### config.mk
export PLATFORM = sky130hd
export DESIGN_NAME = mc_main_controller
export DESIGN_NICKNAME = d
export VERILOG_FILES = /design/src/rtl/mc_main_controller.sv
export SDC_FILE = /design/constraint.sdc
export NUM_CORES = 1
export LEC_CHECK = 0
export CORE_UTILIZATION = 35
export CTS_BUF_LIST = sky130_fd_sc_hd__clkbuf_4 sky130_fd_sc_hd__clkbuf_8
export CTS_CLUSTER_SIZE = 12
export DETAILED_ROUTE_END_ITERATION = 6
export PLACE_DENSITY = 0.79
export SLEW_MARGIN = 30
export SYNTH_ARGS = -nofsm -noshare
export SYNTH_HDL_FRONTEND = slang
export SYNTH_SLANG_ARGS = --single-unit
### constraint.sdc
create_clock -name clk -period 1.9 [get_ports clk]
set_clock_uncertainty 0.15 [all_clocks]
set_input_delay 0.38 -clock clk [delete_from_list [all_inputs] [get_ports clk]]
set_output_delay 0.38 -clock clk [all_outputs]
set_load 0.01 [all_outputs]
### src/rtl/mc_main_controller.sv
// Multi-cycle RISC-V main control FSM: sequences fetch/decode/execute/writeback
// and decodes datapath enables, mux selects, ImmSrc and ALUControl from the state.
module mc_main_controller #(
  parameter int STATE_W = 4
) (
  input  logic               clk,
  input  logic               rst_n,
  input  logic [6:0]         op,
  input  logic [2:0]         funct3,
  input  logic               funct7b5,
  input  logic               zero,
  input  logic               neg,
  output logic               PCWrite,
  output logic               AdrSrc,
  output logic               MemWrite,
  output logic               IRWrite,
  output logic               RegWrite,
  output logic [1:0]         ResultSrc,
  output logic [1:0]         ALUSrcA,
  output logic [1:0]         ALUSrcB,
  output logic [2:0]         ImmSrc,
  output logic [2:0]         ALUControl,
  output logic               illegal,
  output logic [STATE_W-1:0] state
);

  localparam logic [6:0] OP_LW   = 7'b0000011;
  localparam logic [6:0] OP_SW   = 7'b0100011;
  localparam logic [6:0] OP_R    = 7'b0110011;
  localparam logic [6:0] OP_I    = 7'b0010011;
  localparam logic [6:0] OP_BR   = 7'b1100011;
  localparam logic [6:0] OP_JAL  = 7'b1101111;
  localparam logic [6:0] OP_JALR = 7'b1100111;
  localparam logic [6:0] OP_LUI  = 7'b0110111;

  typedef enum logic [STATE_W-1:0] {
    S_FETCH    = 0,
    S_DECODE   = 1,
    S_MEMADR   = 2,
    S_MEMREAD  = 3,
    S_MEMWB    = 4,
    S_MEMWRITE = 5,
    S_EXECR    = 6,
    S_EXECI    = 7,
    S_ALUWB    = 8,
    S_BRANCH   = 9,
    S_JAL      = 10,
    S_JALR     = 11,
    S_JALRPC   = 12,
    S_LUI      = 13
  } state_t;

  state_t cur;

  // Subtract only for R-type funct3=000 with funct7b5; unknown funct3 falls back to add.
  function automatic logic [2:0] alu_dec(input logic [2:0] f3, input logic sub);
    case (f3)
      3'b000:  alu_dec = sub ? 3'b001 : 3'b000;
      3'b010:  alu_dec = 3'b101;
      3'b100:  alu_dec = 3'b100;
      3'b110:  alu_dec = 3'b011;
      3'b111:  alu_dec = 3'b010;
      default: alu_dec = 3'b000;
    endcase
  endfunction

  logic taken;
  always_comb begin
    case (funct3)
      3'b000:  taken = zero;
      3'b001:  taken = ~zero;
      3'b100:  taken = neg;
      3'b101:  taken = ~neg;
      default: taken = 1'b0;
    endcase
  end

  always_ff @(posedge clk or negedge rst_n) begin
    if (!rst_n) begin
      cur <= S_FETCH;
    end else begin
      case (cur)
        S_FETCH:  cur <= S_DECODE;
        S_DECODE: begin
          case (op)
            OP_LW, OP_SW: cur <= S_MEMADR;
            OP_R:         cur <= S_EXECR;
            OP_I:         cur <= S_EXECI;
            OP_BR:        cur <= S_BRANCH;
            OP_JAL:       cur <= S_JAL;
            OP_JALR:      cur <= S_JALR;
            OP_LUI:       cur <= S_LUI;
            default:      cur <= S_FETCH;
          endcase
        end
        S_MEMADR:   cur <= (op == OP_SW) ? S_MEMWRITE : S_MEMREAD;
        S_MEMREAD:  cur <= S_MEMWB;
        S_EXECR,
        S_EXECI,
        S_JAL,
        S_JALRPC,
        S_LUI:      cur <= S_ALUWB;
        S_JALR:     cur <= S_JALRPC;
        default:    cur <= S_FETCH;
      endcase
    end
  end

  always_comb begin
    PCWrite    = 1'b0;
    AdrSrc     = 1'b0;
    MemWrite   = 1'b0;
    IRWrite    = 1'b0;
    RegWrite   = 1'b0;
    ResultSrc  = 2'b00;
    ALUSrcA    = 2'b00;
    ALUSrcB    = 2'b00;
    ImmSrc     = 3'b000;
    ALUControl = 3'b000;
    illegal    = 1'b0;
    case (cur)
      S_FETCH: begin
        IRWrite = 1'b1; ALUSrcB = 2'b10; ResultSrc = 2'b10; PCWrite = 1'b1;
      end
      S_DECODE: begin
        ALUSrcA = 2'b01; ALUSrcB = 2'b01;
        ImmSrc  = (op == OP_JAL) ? 3'b100 : 3'b010;
        case (op)
          OP_LW, OP_SW, OP_R, OP_I, OP_BR, OP_JAL, OP_JALR, OP_LUI: illegal = 1'b0;
          default: illegal = 1'b1;
        endcase
      end
      S_MEMADR: begin
        ALUSrcA = 2'b10; ALUSrcB = 2'b01;
        ImmSrc  = (op == OP_SW) ? 3'b001 : 3'b000;
      end
      S_MEMREAD:  AdrSrc = 1'b1;
      S_MEMWB:    begin ResultSrc = 2'b01; RegWrite = 1'b1; end
      S_MEMWRITE: begin AdrSrc = 1'b1; MemWrite = 1'b1; end
      S_EXECR: begin
        ALUSrcA = 2'b10; ALUControl = alu_dec(funct3, funct7b5);
      end
      S_EXECI: begin
        ALUSrcA = 2'b10; ALUSrcB = 2'b01; ALUControl = alu_dec(funct3, 1'b0);
      end
      S_ALUWB:  RegWrite = 1'b1;
      S_BRANCH: begin
        ALUSrcA = 2'b10; ALUControl = 3'b001; PCWrite = taken;
      end
      S_JAL:    begin ALUSrcA = 2'b01; ALUSrcB = 2'b10; PCWrite = 1'b1; end
      S_JALR:   begin ALUSrcA = 2'b10; ALUSrcB = 2'b01; end
      S_JALRPC: begin ALUSrcA = 2'b01; ALUSrcB = 2'b10; PCWrite = 1'b1; end
      S_LUI:    begin ALUSrcA = 2'b11; ALUSrcB = 2'b01; ImmSrc = 3'b011; end
      default:  ;
    endcase
    // During reset the state is already FETCH; only the write strobes need masking.
    if (!rst_n) begin
      PCWrite  = 1'b0;
      MemWrite = 1'b0;
      IRWrite  = 1'b0;
      RegWrite = 1'b0;
      illegal  = 1'b0;
    end
  end

  assign state = cur;

endmodule

==> flow_summary_export.csv, run 1 <==
group,metric,value,unit
status,error,"[ERROR DPL-0038] Utilization greater than 100%, impossible to legalize",
logic_synthesis,synth_cell_types,38,
die,fp.dieH,44.4,um
logic_synthesis,synth_nets,100,
sta,worstEndpointGrtRepair,"illegal",
logic_synthesis,yosysTopAreaCellShare,15.9,%
global_route,grt_max_degree,20,
die,die_w,44.4,um
logic_synthesis,avgSynthCellArea,7.40,um2
clock_tree,clock_path_buffers,2,
logic_synthesis,synth_area_leaders,"dfrtp_1, nor4b_1, xnor2_1",
logic_synthesis,synth_ff_type,"dfrtp_1",
clock_tree,ctsHtreeMaxLevel,1,
sta,worst-ep-kind,"top-level output",
logic_synthesis,synth_edf_count,0,
placement,finalWeightedCongestion,0.882,
clock_tree,cts.sinks,4,
die,start_util,39.5,%
logic_synthesis,ys_seq_area_share,15.9,%
status,failed_stage,"5_1_grt",
clock_tree,root_buffer,"clkbuf_4",
placement,dp_hpwl,1820,um
logic_synthesis,yosys_warnings,0,
placement,dp.cells,168,
logic_synthesis,postSynth.asyncResetShare,100,%
status,outcome,"did not finish",
logic_synthesis,ys_ff_latch,4,
die,fp-row-count,14,
placement,io_buffers,36,
logic_synthesis,syn_area,629,um2
clock_tree,cts_buffers,3,
logic_synthesis,synthCells,85,
clock_tree,hold_buffers,0,
die,ios,37,
logic_synthesis,yosysTopAreaCell,"dfrtp_1",
==> per-stage QoR <==
stage          cell area, um2  setup TNS (ps)  setup slack (ps)
2_1_floorplan             629           -65.4             -65.4
3_3_place_gp             1210           -6910              -662
3_5_place_dp             1210           -7400              -711
4_1_cts                  1400           -2030              -258
==> what timing repair did <==
item | in CTS
resized for setup | 113
pin swaps | 8
setup buffers | 7
setup endpoints to repair | 19
cloned | 2
==> synthesized netlist by cell type, types with 2 or more instances <==
cell      number
and2_1         4
and3_1         2
and3b_1        2
clkbuf_1       4
dfrtp_1        4
inv_1          3
mux2i_1        2
nand2_1        8
nand2b_1       5
nand3_1        4
nand3b_1       2
nor2_1         4
nor3_1         2
nor4_1         2
nor4b_1        5
o21ai_0        2
o22ai_1        5
xnor2_1        4
xor2_1         2
==> logic make-up after synthesis <==
logic type,synth area share (%)
and+or+nand+nor,44.9
xor gates and xnor gates,8.35
AOI/OAI and AO/OA,20.9
buffers and inverters,6.76
muxes,3.18
DFF,15.9
==> run 2, diff against run 1 <==
Settings changed: CORE_AREA from default to 2 2 63 65, CORE_UTILIZATION 35 to default, CTS_BUF_LIST sky130_fd_sc_hd__clkbuf_4 sky130_fd_sc_hd__clkbuf_8 to default, CTS_CLUSTER_SIZE 12 to default, DIE_AREA from default to 0 0 65 67, PLACE_DENSITY 0.79 to default, PLACE_DENSITY_LB_ADDON from default to 0.15.
Clock period 1.9 ns to 2.5 ns, I/O delays scaled along.
==> flow_summary_export.csv, run 2 <==
group,metric,value,unit
logic_synthesis,avgSynthCellArea,7.40,um2
logic_synthesis,yosysTopAreaCell,"dfrtp_1",
sta,finalCriticalPeriod,2440,ps
die,die_w,65,um
setup_path,critPathMaxFanout,2,
sta,rsz0062_at_grt,"no",
clock_tree,path_clk_slew,30,ps
global_route,grt_max_degree,20,
final_layout,largest_reg_flops,4,
sta,hold_slack,129,ps
logic_synthesis,synthCells,85,
placement,dp_hpwl,1840,um
power,irDropWorstVdd,0.238,mV
placement,finalWeightedCongestion,0.867,
clock_tree,worstSkewPairLatency,210,ps
status,outcome,"finished clean",
placement,io_buffers,36,
setup_path,cp.required,1850,ps
clock_tree,clock_path_buffers,2,
die,core-area,3610,um2
clock_tree,cts_tree,"built",
route,num_vias,888,
placement,dp_slack,-395,ps
final_layout,layout_common_cells,"buf_4, clkdlybuf4s50_1, dlygate4sd2_1",
global_route,grt_first_pass_wirelength,3720,um
route,routed_wl,2400,um
route,drt_iter0_markers,15,
logic_synthesis,synth_cell_types,38,
logic_synthesis,ys_seq_area_share,15.9,%
route,postRouteAntennaNets,0,
die,fp-row-count,22,
sta,fin_tns_setup,0,ps
sta,hold_viol,0,
die,fp.dieH,67,um
sta,slew_headroom,71.2,%
logic_synthesis,synth_area_leaders,"dfrtp_1, nor4b_1, xnor2_1",
setup_path,crit_path_end_kind,"output pin",
final_layout,drive_gt1_share,26.6,%
logic_synthesis,synth_ff_type,"dfrtp_1",
sta,final_max_slew_viol_count,0,
clock_tree,ctsHtreeMaxLevel,1,
min_path,hold_class,"input port to async pin",
global_route,grt_pass1_vias,854,
route,post_drt_via_cell_ratio,4.65,
setup_path,worstSetupPathType,"input port to output pin",
flow_run,cap_viol_max_count,0,
global_route,grt.total_usage,10.9,%
sta,fin_crit_sh,97.5,%
die,ios,37,
final_layout,final_common_cell,"buf_4",
logic_synthesis,synth_common_cells,"nand2_1, nand2b_1, nor4b_1, o22ai_1",
logic_synthesis,synth_edf_count,0,
route,wl_per_cell,12.5,um
clock_tree,cts_buffers,3,
sta,setup_violations,0,
setup_path,worst_path_largest_cell_delay,500,ps
setup_path,worstPathCellList,"clkdlybuf4s50_1, mux2i_1, xnor2_1, a32o_1, dlygate4sd2_1",
clock_tree,cts.sinks,4,
final_layout,syn_to_final_growth,110,%
setup_path,cp.arrival,1790,ps
setup_path,crit_slowest_cell,"clkdlybuf4s50_1",
sta,setup_ws,62.0,ps
power,power.leakage,0.598,nW
route,drc_errors,0,
logic_synthesis,postSynth.asyncResetShare,100,%
logic_synthesis,synth.most_common_cell,"nand2_1",
final_layout,multi_input_area,552,um2
logic_synthesis,synth_nets,100,
sta,fmax,410,MHz
clock_tree,hold_buffers,0,
logic_synthesis,yosys_warnings,0,
logic_synthesis,yosysTopAreaCellShare,15.9,%
global_route,antenna_found_initial,0,
route,first_pass_iters,4,
setup_path,startpoint_type,"input port",
clock_tree,root_buffer,"clkbuf_8",
final_layout,diodes,0,
final_layout,nets,160,
sta,worst_slew_pin_slew,425,ps
global_route,grt_overflow_total,0,
power,pwr_density_cell,569,nW/um2
final_layout,fillers,398,
final_layout,register_area,100,um2
die,die_area,4360,um2
logic_synthesis,ys_ff_latch,4,
logic_synthesis,syn_area,629,um2
die,start_util,17.5,%
-- run 2: cell counts after synthesis --
No cell type changed its count.
-- run 2: kinds of logic (layout without fill, tap and decap cells) --
group / Yosys count / in the layout / synth area share (%)
AOI/OAI and AO/OA: 18 / 18 / 20.9
xor gates and xnor gates: 6 / 6 / 8.35
muxes: 2 / 2 / 3.18
buffers and inverters: 9 / 67 / 6.76
and+or+nand+nor: 46 / 46 / 44.9
DFF: 4 / 4 / 15.9
-- run 2: final timing paths --
kind	from	endpoint	slack [ps]	depth (start not counted)
max	funct3[2]	PCWrite	60	5
min	rst_n	state[2]	130	2
max reg2reg	state[1]	state[3]	880	4
min reg2reg	state[1]	state[1]	440	2
max in group asynchronous	rst_n	state[1]	1960	2
min in group clk	state[1]	state[1]	440	2
-- run 2: area by class of cell --
cell class | instances | area share (%)
timing repair buffer | 61 | 42.0
multi-input combinational | 72 | 41.8
sequential | 4 | 7.59
tap | 48 | 4.55
clock buffer | 3 | 3.13
inverter | 3 | 0.854
-- run 2: per-stage QoR --
| step | std cells | utilization (%) | power (W) | instance area (um2) |
|---|---|---|---|---|
| final | 191 | 36.6 | 0.000750 | 1320 |
| after global routing | 191 | 36.6 | 0.000807 | 1320 |
| after CTS | 191 | 35.0 | 0.000742 | 1260 |
| after detailed placement | 186 | 33.0 | 0.000616 | 1190 |
| after global placement | 186 | 33.0 | 0.000621 | 1190 |
| after floorplan | 85 | - | 0.000329 | 629 |
-- run 2: routing by layer --
layer | share of wire, % | GRT usage [%] | wire (um) | vias up
met5 | 0 | 0 | 0 | -
met4 | 1.2 | 3.19 | 29 | 0
met3 | 6.4 | 2.87 | 153 | 4
met2 | 47 | 19.6 | 1120 | 38
met1 | 46 | 12.6 | 1090 | 406
li1 | - | - | - | 440
-- run 2: power by group --
group | switching [W] | internal, W
clock | 0.0000290 | 0.000102
combinational | 0.000249 | 0.000285
sequential | 0.00000685 | 0.0000776
total | 0.000285 | 0.000465
-- run 2: critical path: cells and delay by family --
family / cells / cell delay (ps)
buf+inv: 2 / 780
mux: 1 / 220
compound gates: 1 / 200
xor+xnor: 1 / 90
-- run 2: repair_timing --
action                                 4_1_cts  5_1_grt
gates resized for setup                     21       12
setup buffers                                2        0
endpoints found under the hold margin        0        0
cloned                                       0        0
setup endpoints to repair                   13        7
pin swaps                                    2        0
No activity file was read; power rests on OpenSTA's default activity.
==> run 3, diff against run 2 <==
Settings changed: GPL_ROUTABILITY_DRIVEN from default to 1.
==> results of run 3 <==
Final layout, timing and power as in run 2 (identical DEF).
==> run 4, diff against run 3 <==
Settings changed: CAP_MARGIN from default to 20.
==> results of run 4 <==
Final layout, timing and power as in run 2 (identical DEF).
